`config.mk`:
```
export PLATFORM = sky130hd
export DESIGN_NAME = z80_screen_snoop
export DESIGN_NICKNAME = d
export VERILOG_FILES = /design/src/rtl/z80_screen_snoop.sv
export SDC_FILE = /design/constraint.sdc
export NUM_CORES = 1
export LEC_CHECK = 0
export BUFFER_PORTS_ARGS = -buffer_cell sky130_fd_sc_hd__buf_2
export CAP_MARGIN = 20
export CORE_UTILIZATION = 51
export CTS_CLUSTER_DIAMETER = 100
export DETAILED_ROUTE_END_ITERATION = 10
export PLACE_DENSITY = 0.86
export SYNTH_ARGS = -nofsm -noshare
export SYNTH_HDL_FRONTEND = slang
export SYNTH_SLANG_ARGS = --single-unit
```
`constraint.sdc`:
```
create_clock -name CLK -period 1.8 [get_ports CLK]
set_input_delay 0.09 -clock CLK [delete_from_list [all_inputs] [get_ports CLK]]
set_output_delay 0.09 -clock CLK [all_outputs]
set_load 0.05 [all_outputs]
```
`src/rtl/z80_screen_snoop.sv`:
```
// z80_screen_snoop: snoops Z80 writes to 0x4000-0x5AFF into CLK-domain video RAM strobes (optional border port via BORDER_CAPTURE_EN)
module z80_screen_snoop #(
  parameter int SYNC_STAGES = 2,
  parameter int WR_FILTER   = 2,
  parameter int LED_HOLD    = 2**22
) (
  input  logic        CLK,
  input  logic        RST,
  input  logic [15:0] A,
  input  logic [7:0]  D,
  input  logic        MRQ,
  input  logic        IORQ,
  input  logic        WR,
  input  logic        M1,
  output logic        mem_we,
  output logic [12:0] mem_addr,
  output logic [7:0]  mem_data,
  output logic        LED1
`ifdef BORDER_CAPTURE_EN
  ,
  output logic [2:0]  border
`endif
);
  localparam int CW = $clog2(WR_FILTER + 1);
  localparam int FW = $clog2(SYNC_STAGES + 1);
  localparam int LW = $clog2(LED_HOLD + 1);
  localparam logic [CW-1:0] FL = CW'(WR_FILTER - 1);
  typedef enum logic [1:0] {IDLE, CAPTURE, HOLD} state_t;
  state_t state, state_n;
  logic [SYNC_STAGES-1:0][15:0] a_sy;
  logic [SYNC_STAGES-1:0][7:0] d_sy;
  logic [SYNC_STAGES-1:0][3:0] c_sy;
  logic [15:0] a_lat;
  logic [7:0] d_lat;
  logic [CW-1:0] cnt, cnt_n;
  logic [FW-1:0] fill;
  logic [LW-1:0] led_cnt;
  logic mrq_s, iorq_s, wr_s, m1_s, mem_cyc, io_cyc, cyc, latch, is_io, armed, filled;
  assign {mrq_s, iorq_s, wr_s, m1_s} = c_sy[SYNC_STAGES-1];
  assign mem_cyc = !mrq_s & !wr_s & iorq_s;
  assign io_cyc = !iorq_s & !wr_s & m1_s;
`ifdef BORDER_CAPTURE_EN
  assign cyc = mem_cyc | io_cyc;
`else
  assign cyc = mem_cyc;
`endif
  assign filled = fill == FW'(SYNC_STAGES);
  assign mem_we = state == CAPTURE & !is_io & a_lat[15:13] == 3'b010 & a_lat[12:0] <= 13'h1AFF;
  assign mem_addr = a_lat[12:0];
  assign mem_data = d_lat;
  assign LED1 = led_cnt != '0;
  always_comb begin
    state_n = state;
    cnt_n = cnt;
    latch = 1'b0;
    if (state == IDLE) begin
      cnt_n = armed & cyc ? cnt + 1'b1 : '0;
      if (armed & cyc & cnt == FL) begin
        cnt_n = '0;
        latch = 1'b1;
        state_n = CAPTURE;
      end
    end else if (state == CAPTURE) begin
      state_n = HOLD;
    end else begin
      cnt_n = wr_s ? cnt + 1'b1 : '0;
      if (wr_s & cnt == FL) begin
        cnt_n = '0;
        state_n = IDLE;
      end
    end
  end
  always_ff @(posedge CLK) begin
    if (RST) begin
      state <= IDLE;
      cnt <= '0;
      a_sy <= '0;
      d_sy <= '0;
      c_sy <= '1;
      a_lat <= '0;
      d_lat <= '0;
      is_io <= 1'b0;
      fill <= '0;
      armed <= 1'b0;
      led_cnt <= '0;
    end else begin
      a_sy <= {a_sy[SYNC_STAGES-2:0], A};
      d_sy <= {d_sy[SYNC_STAGES-2:0], D};
      c_sy <= {c_sy[SYNC_STAGES-2:0], {MRQ, IORQ, WR, M1}};
      state <= state_n;
      cnt <= cnt_n;
      a_lat <= latch ? a_sy[SYNC_STAGES-1] : a_lat;
      d_lat <= latch ? d_sy[SYNC_STAGES-1] : d_lat;
      is_io <= latch ? io_cyc : is_io;
      fill <= filled ? fill : fill + 1'b1;
      armed <= armed | (filled & wr_s);
      led_cnt <= mem_we ? LW'(LED_HOLD - 1) : led_cnt != '0 ? led_cnt - 1'b1 : led_cnt;
    end
  end
`ifdef BORDER_CAPTURE_EN
  always_ff @(posedge CLK) begin
    if (RST) border <= 3'd0;
    else if (state == CAPTURE & is_io & !a_lat[0]) border <= d_lat[2:0];
  end
`endif
endmodule
```
==> results of run 1 <==
## stage by stage
| stage | setup WS, ns | hold WS (ns) | cells | power (mW) |
|---|---|---|---|---|
| after floorplan | -0.05698 | 0.1938 | 408 | 4.636 |
| after global placement | 0.03766 | 0.2769 | 533 | 5.010 |
| after detailed placement | -0.03795 | 0.2770 | 533 | 5.131 |
| after CTS | -0.1327 | 0.2521 | 585 | 6.880 |
| after global routing | -0.2206 | 0.3013 | 587 | 7.654 |
| final | -0.1276 | 0.2644 | 587 | 7.209 |
## cells in the final DEF (no fill, tap or decap), types with 2 or more instances in the layout
master,n
nor4b_4,3
nor2_1,14
inv_8,3
o21ai_0,5
buf_4,15
a211oi_1,2
clkbuf_8,10
nand2_1,55
dfxtp_1,106
nor3_1,3
dlygate4sd3_1,27
buf_6,4
or4_4,2
or3_1,2
ha_1,3
nor4_2,2
or2_2,7
nor4_4,3
a21oi_1,47
xor2_1,10
inv_6,2
xnor2_1,9
nor3b_2,4
o211ai_1,3
o21ai_1,3
nand3_1,2
dfxtp_2,2
a31oi_1,4
nor2b_1,49
buf_2,48
inv_1,6
nand4_2,3
## timing repair
| action | in CTS | in global routing |
|---|---|---|
| buffers inserted | 10 | 3 |
| endpoints found under the setup margin | 11 | 23 |
| hold endpoints to repair | 27 | 0 |
| resized for setup | 9 | 21 |
| hold buffers | 27 | 0 |
| pin swaps | 7 | 11 |
## power by group through the flow
stage	registers [mW]	clock network [mW]	logic (mW)
after floorplan	2.98	0	1.66
after global placement	3.01	0	2.00
after detailed placement	3.04	0	2.09
after CTS	2.98	1.48	2.41
after global routing	3.05	1.59	3.02
final	3.01	1.44	2.76
## cell families after synthesis
kind of cell / synth area share [%]
and+or+nand+nor: 24.11
xor gates and xnor gates: 4.213
buffers and inverters: 5.258
adders and majority gates: 1.267
DFF: 55.24
AOI/OAI and AO/OA: 9.914
## path summary, 6_finish.rpt
check                                  end  slack [ns]  depth (start not counted)
worst max-delay path                  LED1       -0.13                          8
worst min-delay path               d_sy[7]        0.26                          2
worst max register to register  led_cnt[1]       -0.10                         11
worst min register to register     c_sy[5]        0.42                          1
## routing by layer
layer	routed length [um]	vias up	global-route usage, %	part of all wire, %
met3	222	18	3.807	3.1
met1	3024	1329	20.15	42
li1	-	1482	-	-
met5	0	-	0	0
met4	184	0	8.737	2.6
met2	3766	58	33.02	52
## cell type report
class,count,share of cell area (%)
Clock inverter,6,1.213
Multi-Input combinational cell,257,34.13
Timing Repair Buffer,97,14.36
Inverter,9,0.8089
Sequential cell,109,44.21
Clock buffer,10,2.781
Tap cell,99,2.503
## sequential cells by signal, summed over array words and instances, names as in the netlist
register	flops
is_io	1
armed	1
cnt	2
led_cnt	23
state	2
d_sy	16
a_sy	32
a_lat	16
c_sy	6
mem_data	8
fill	2
## worst max-delay path, stage by stage, from the launching register on
cell and delay, ns:
dfxtp_2 0.35, inv_2 0.08, ha_4 0.12, nor4b_4 0.23, nand4_2 0.15, buf_6 0.15, nor2_4 0.12, clkinvlp_4 0.12
buf_8 0.16
==> metrics, run 1 <==
clock share of power 20.0%; Pwr Density 1456 nW/um^2; Die Wd 90.01 um; clk buf depth 2; CP max FO 3; async set-reset flop share out of synthesis 0%; measured slew at the worst slew-check pin 0.7610 ns; Overflow after GRT 0; final worst slack -0.1276 ns; Finished Core Util 67.16%; Seq pwr share 41.7%; post-route cell area 4950 um^2; max_cap viols 0; Tmin final 1.928 ns; Sinks on Clock Net 109; register area 2188 um^2; period utilization 107.1%; first-iteration detailed-routing DRC count 78; Final Net Count 517; H-tree Lvls 3; ys flop type dfxtp_1; Detailed Route WL 7198 um; Worst setup startpoint led_cnt[0]; setup TNS -0.5069 ns; top-count cell post-synth dfxtp_1; critical path data required time 1.71 ns; number of buffers added on ports 51; Filler cells 561; Rel. slew slack 49.26%; Wirelength per Cell 12.26 um; Synth warnings 0; Rows 31; Worst-Skew Late Latency 0.37 ns; clock root cell clkbuf_8; Internal 4.680 mW; CP Capture Type primary output; layout cells sized above 1 26.64%; Mapped Area 3950 um^2; Area Overhead vs Synth 25.31%; Die Ht 90.01 um; post-synthesis area per instance 9.681 um^2; area share of the largest cell type after synthesis 55.24%; CTS buffer count 9; Initial Utilization 53.60%; CTS tree done; Area after DPL 4268 um^2; Overall Global Routing Usage 18.20%; Gate power share 38.3%; Ports 53; Setup violations, final 12; Worst Skew 0.01612 ns; synth top area cells dfxtp_1 55%, nor2b_1 7.9%, a21oi_1 6.1%, nand2_1 5.2%, buf_4 2.5%; pins over their slew limit 0; synth cell count leaders 109 x dfxtp_1, 55 x nand2_1, 50 x nor2b_1; vias in the first global route 2,792; EDFF count, synth 0; WP data arrival 1.84 ns; failing checks setup timing; Final Hold Vio Count 0; global-route wire length before repair 12,070 um; via count 2,887; Antenna diodes 0; initial antenna violation count 0; gpl congestion 0.7497; Sw Pwr 2.529 mW; die area 8101 um^2; via density per instance 4.918; Sw Share 35.08%; Seq cells post-synth 109; Antenna Violating Nets Remaining 0; status finished, violations left; Reg-to-Reg Start led_cnt[0]; cell taking the most area after synthesis dfxtp_1; worst ir drop on vdd 0.0008080 V; drc violations 0; f_max 518.8 MHz; Post-Syn Instances 408; syn_nets 442; CORE AREA 7370 um^2; P_leak 1.965 nW; area taken by multi-input logic gates 1689 um^2; crit start category flip-flop; post-DP HPWL 4322 um; HP Start RST; DRT Pass-1 Iters 5; largest net degree at the start of global routing 78; RSZ-0062 raised after global routing true; Seq/Total Area, Yosys 55.24%; kind of critical path reg -> out; distinct cell type count of the synthesized netlist 40; min-delay worst type in -> reg; clock-pin slew on the worst setup and hold paths 0.11 ns
Note: power is estimated with default switching activity, not from simulation.
==> run 2, diff against run 1 <==
--- a/config.mk
+++ b/config.mk
@@ -7,10 +7,11 @@
 export LEC_CHECK = 0
 export BUFFER_PORTS_ARGS = -buffer_cell sky130_fd_sc_hd__buf_2
 export CAP_MARGIN = 20
-export CORE_UTILIZATION = 51
+export CORE_UTILIZATION = 53
+export CTS_BUF_LIST = sky130_fd_sc_hd__clkbuf_4
 export CTS_CLUSTER_DIAMETER = 100
 export DETAILED_ROUTE_END_ITERATION = 10
-export PLACE_DENSITY = 0.86
+export PLACE_DENSITY = 0.88
 export SYNTH_ARGS = -nofsm -noshare
 export SYNTH_HDL_FRONTEND = slang
 export SYNTH_SLANG_ARGS = --single-unit
==> metrics, run 2 (same netlist as run 1, synthesis figures left out) <==
H-tree Lvls 3; post-DP HPWL 4411 um; area taken by multi-input logic gates 1729 um^2; Filler cells 480; f_max 478.9 MHz; Buffers & Inverters on Critical Path 3; CORE AREA 7214 um^2; Worst Skew 0.02096 ns; Rows 31; final worst slack -0.2883 ns; Largest Register a_sy; post-route cell area 4980 um^2; period utilization 116.0%; status finished, violations left; Place WS -0.009757 ns; max FFs per register 32; most numerous cell on the critical path buf_4; critical path data required time 2.12 ns; Wirelength per Cell 15.04 um; CTS tree done; via count 3,067; most frequent cells in the layout 101 x dfxtp_1, 55 x nand2_1, 48 x a21oi_1, 48 x nor2b_1, 48 x buf_2; CTS buffer count 9; Final Hold Vio Count 0; RSZ-0062 raised after global routing true; layout cells sized above 1 29.41%; clk buf depth 2; global-route wire length before repair 13,510 um; measured slew at the worst slew-check pin 0.7054 ns; RR Endpoint led_cnt[15]; largest net degree at the start of global routing 74; Area after DPL 4278 um^2; Area Overhead vs Synth 26.07%; Worst-Skew Late Latency 0.47 ns; Die Ht 88.33 um; Setup violations, final 17; WP depth 8; kind of critical path reg -> reg; DRT Pass-1 Iters 4; Crit path max-delay family simple AND/OR/NAND/NOR gates; clock-pin slew on the worst setup and hold paths 0.18 ns; crit-path cells buf_4, buf_4, nor4_2, buf_4, nand4_2, nor3b_2, xnor2_1, a21oi_1; drc violations 0; WP data arrival 2.41 ns; crit start category flip-flop; most common cell after layout, fill and taps aside dfxtp_1; Antenna diodes 0; Pwr Density 1471 nW/um^2; clock root cell clkbuf_4; pins over their slew limit 0; P_leak 1.978 nW; die area 7802 um^2; vias in the first global route 2,918; max_cap viols 0; Antenna Violating Nets Remaining 0; Worst setup startpoint led_cnt[0]; Die Wd 88.33 um; Tmin final 2.088 ns; cells on worst reg2reg path 8; Ports 53; Rel. slew slack 52.98%; CP max FO 4; Overflow after GRT 0; via density per instance 5.181; Reg-to-Reg Start led_cnt[0]; Initial Utilization 54.75%; Largest regs a_sy (32), led_cnt (23); CP max stage delay 0.36 ns; min-delay worst type in -> reg; failing checks setup timing; slowest CP cell dfxtp_2; worst reg-to-reg setup slack -0.29 ns; worst ir drop on vdd 0.0008314 V; initial antenna violation count 0; gpl congestion 0.8366; number of buffers added on ports 51; CP Capture Point led_cnt[15]; Overall Global Routing Usage 22.81%; Final Net Count 522; register area 2195 um^2; CP Capture Type flip-flop; Detailed Route WL 8905 um; Sinks on Clock Net 109; first-iteration detailed-routing DRC count 187
-- run 2: worst min path at each step --
| stage | startpoint | endpoint | slack, ns | depth (start not counted) |
|---|---|---|---|---|
| final | RST | a_sy[10] | 0.15 | 2 |
| after floorplan | WR | c_sy[1] | 0.19 | 1 |
| after detailed placement | WR | c_sy[1] | 0.27 | 2 |
| after global placement | IORQ | c_sy[2] | 0.27 | 2 |
| after CTS | RST | a_sy[12] | 0.14 | 2 |
| after global routing | RST | a_sy[10] | 0.14 | 2 |
-- run 2: layout make-up --
| class | instances | share of cell area (%) |
|---|---|---|
| Tap cell | 99 | 2.487 |
| Inverter | 9 | 0.7538 |
| Clock buffer | 10 | 1.508 |
| Timing Repair Buffer | 102 | 14.87 |
| Sequential cell | 109 | 44.07 |
| Multi-Input combinational cell | 257 | 34.72 |
| Clock inverter | 6 | 1.583 |
-- run 2: where the power goes --
part | internal (mW) | total (mW) | switching [mW] | leakage, nW
combinational | 1.46 | 2.98 | 1.52 | 0.996
sequential | 2.71 | 3.03 | 0.323 | 0.897
clock | 0.470 | 1.31 | 0.843 | 0.0850
-- run 2: routing by layer --
metal  track usage [%]  routed length (um)
met4             10.26                 293
met5                 0                   0
met2             40.42                4642
met1             26.20                3566
met3             5.224                 401
-- run 2: stage by stage --
step | total power [mW] | cells | utilization (%) | hold slack [ns] | setup TNS, ns
after global placement | 5.017 | 534 | 59.30 | 0.2719 | 0
after detailed placement | 5.122 | 534 | 59.30 | 0.2746 | -0.009757
after floorplan | 4.636 | 408 | - | 0.1938 | -0.09340
after CTS | 6.745 | 588 | 66.86 | 0.1379 | -0.4002
after global routing | 7.674 | 592 | 69.03 | 0.1429 | -3.621
final | 7.327 | 592 | 69.03 | 0.1467 | -2.100
-- run 2: timing repair --
action                                  CTS  global route
pin swaps                                 9            16
hold endpoints to repair                 27             0
buffers inserted                         11             5
hold buffers                             27             0
resized for setup                        11            28
endpoints found under the setup margin    7            24
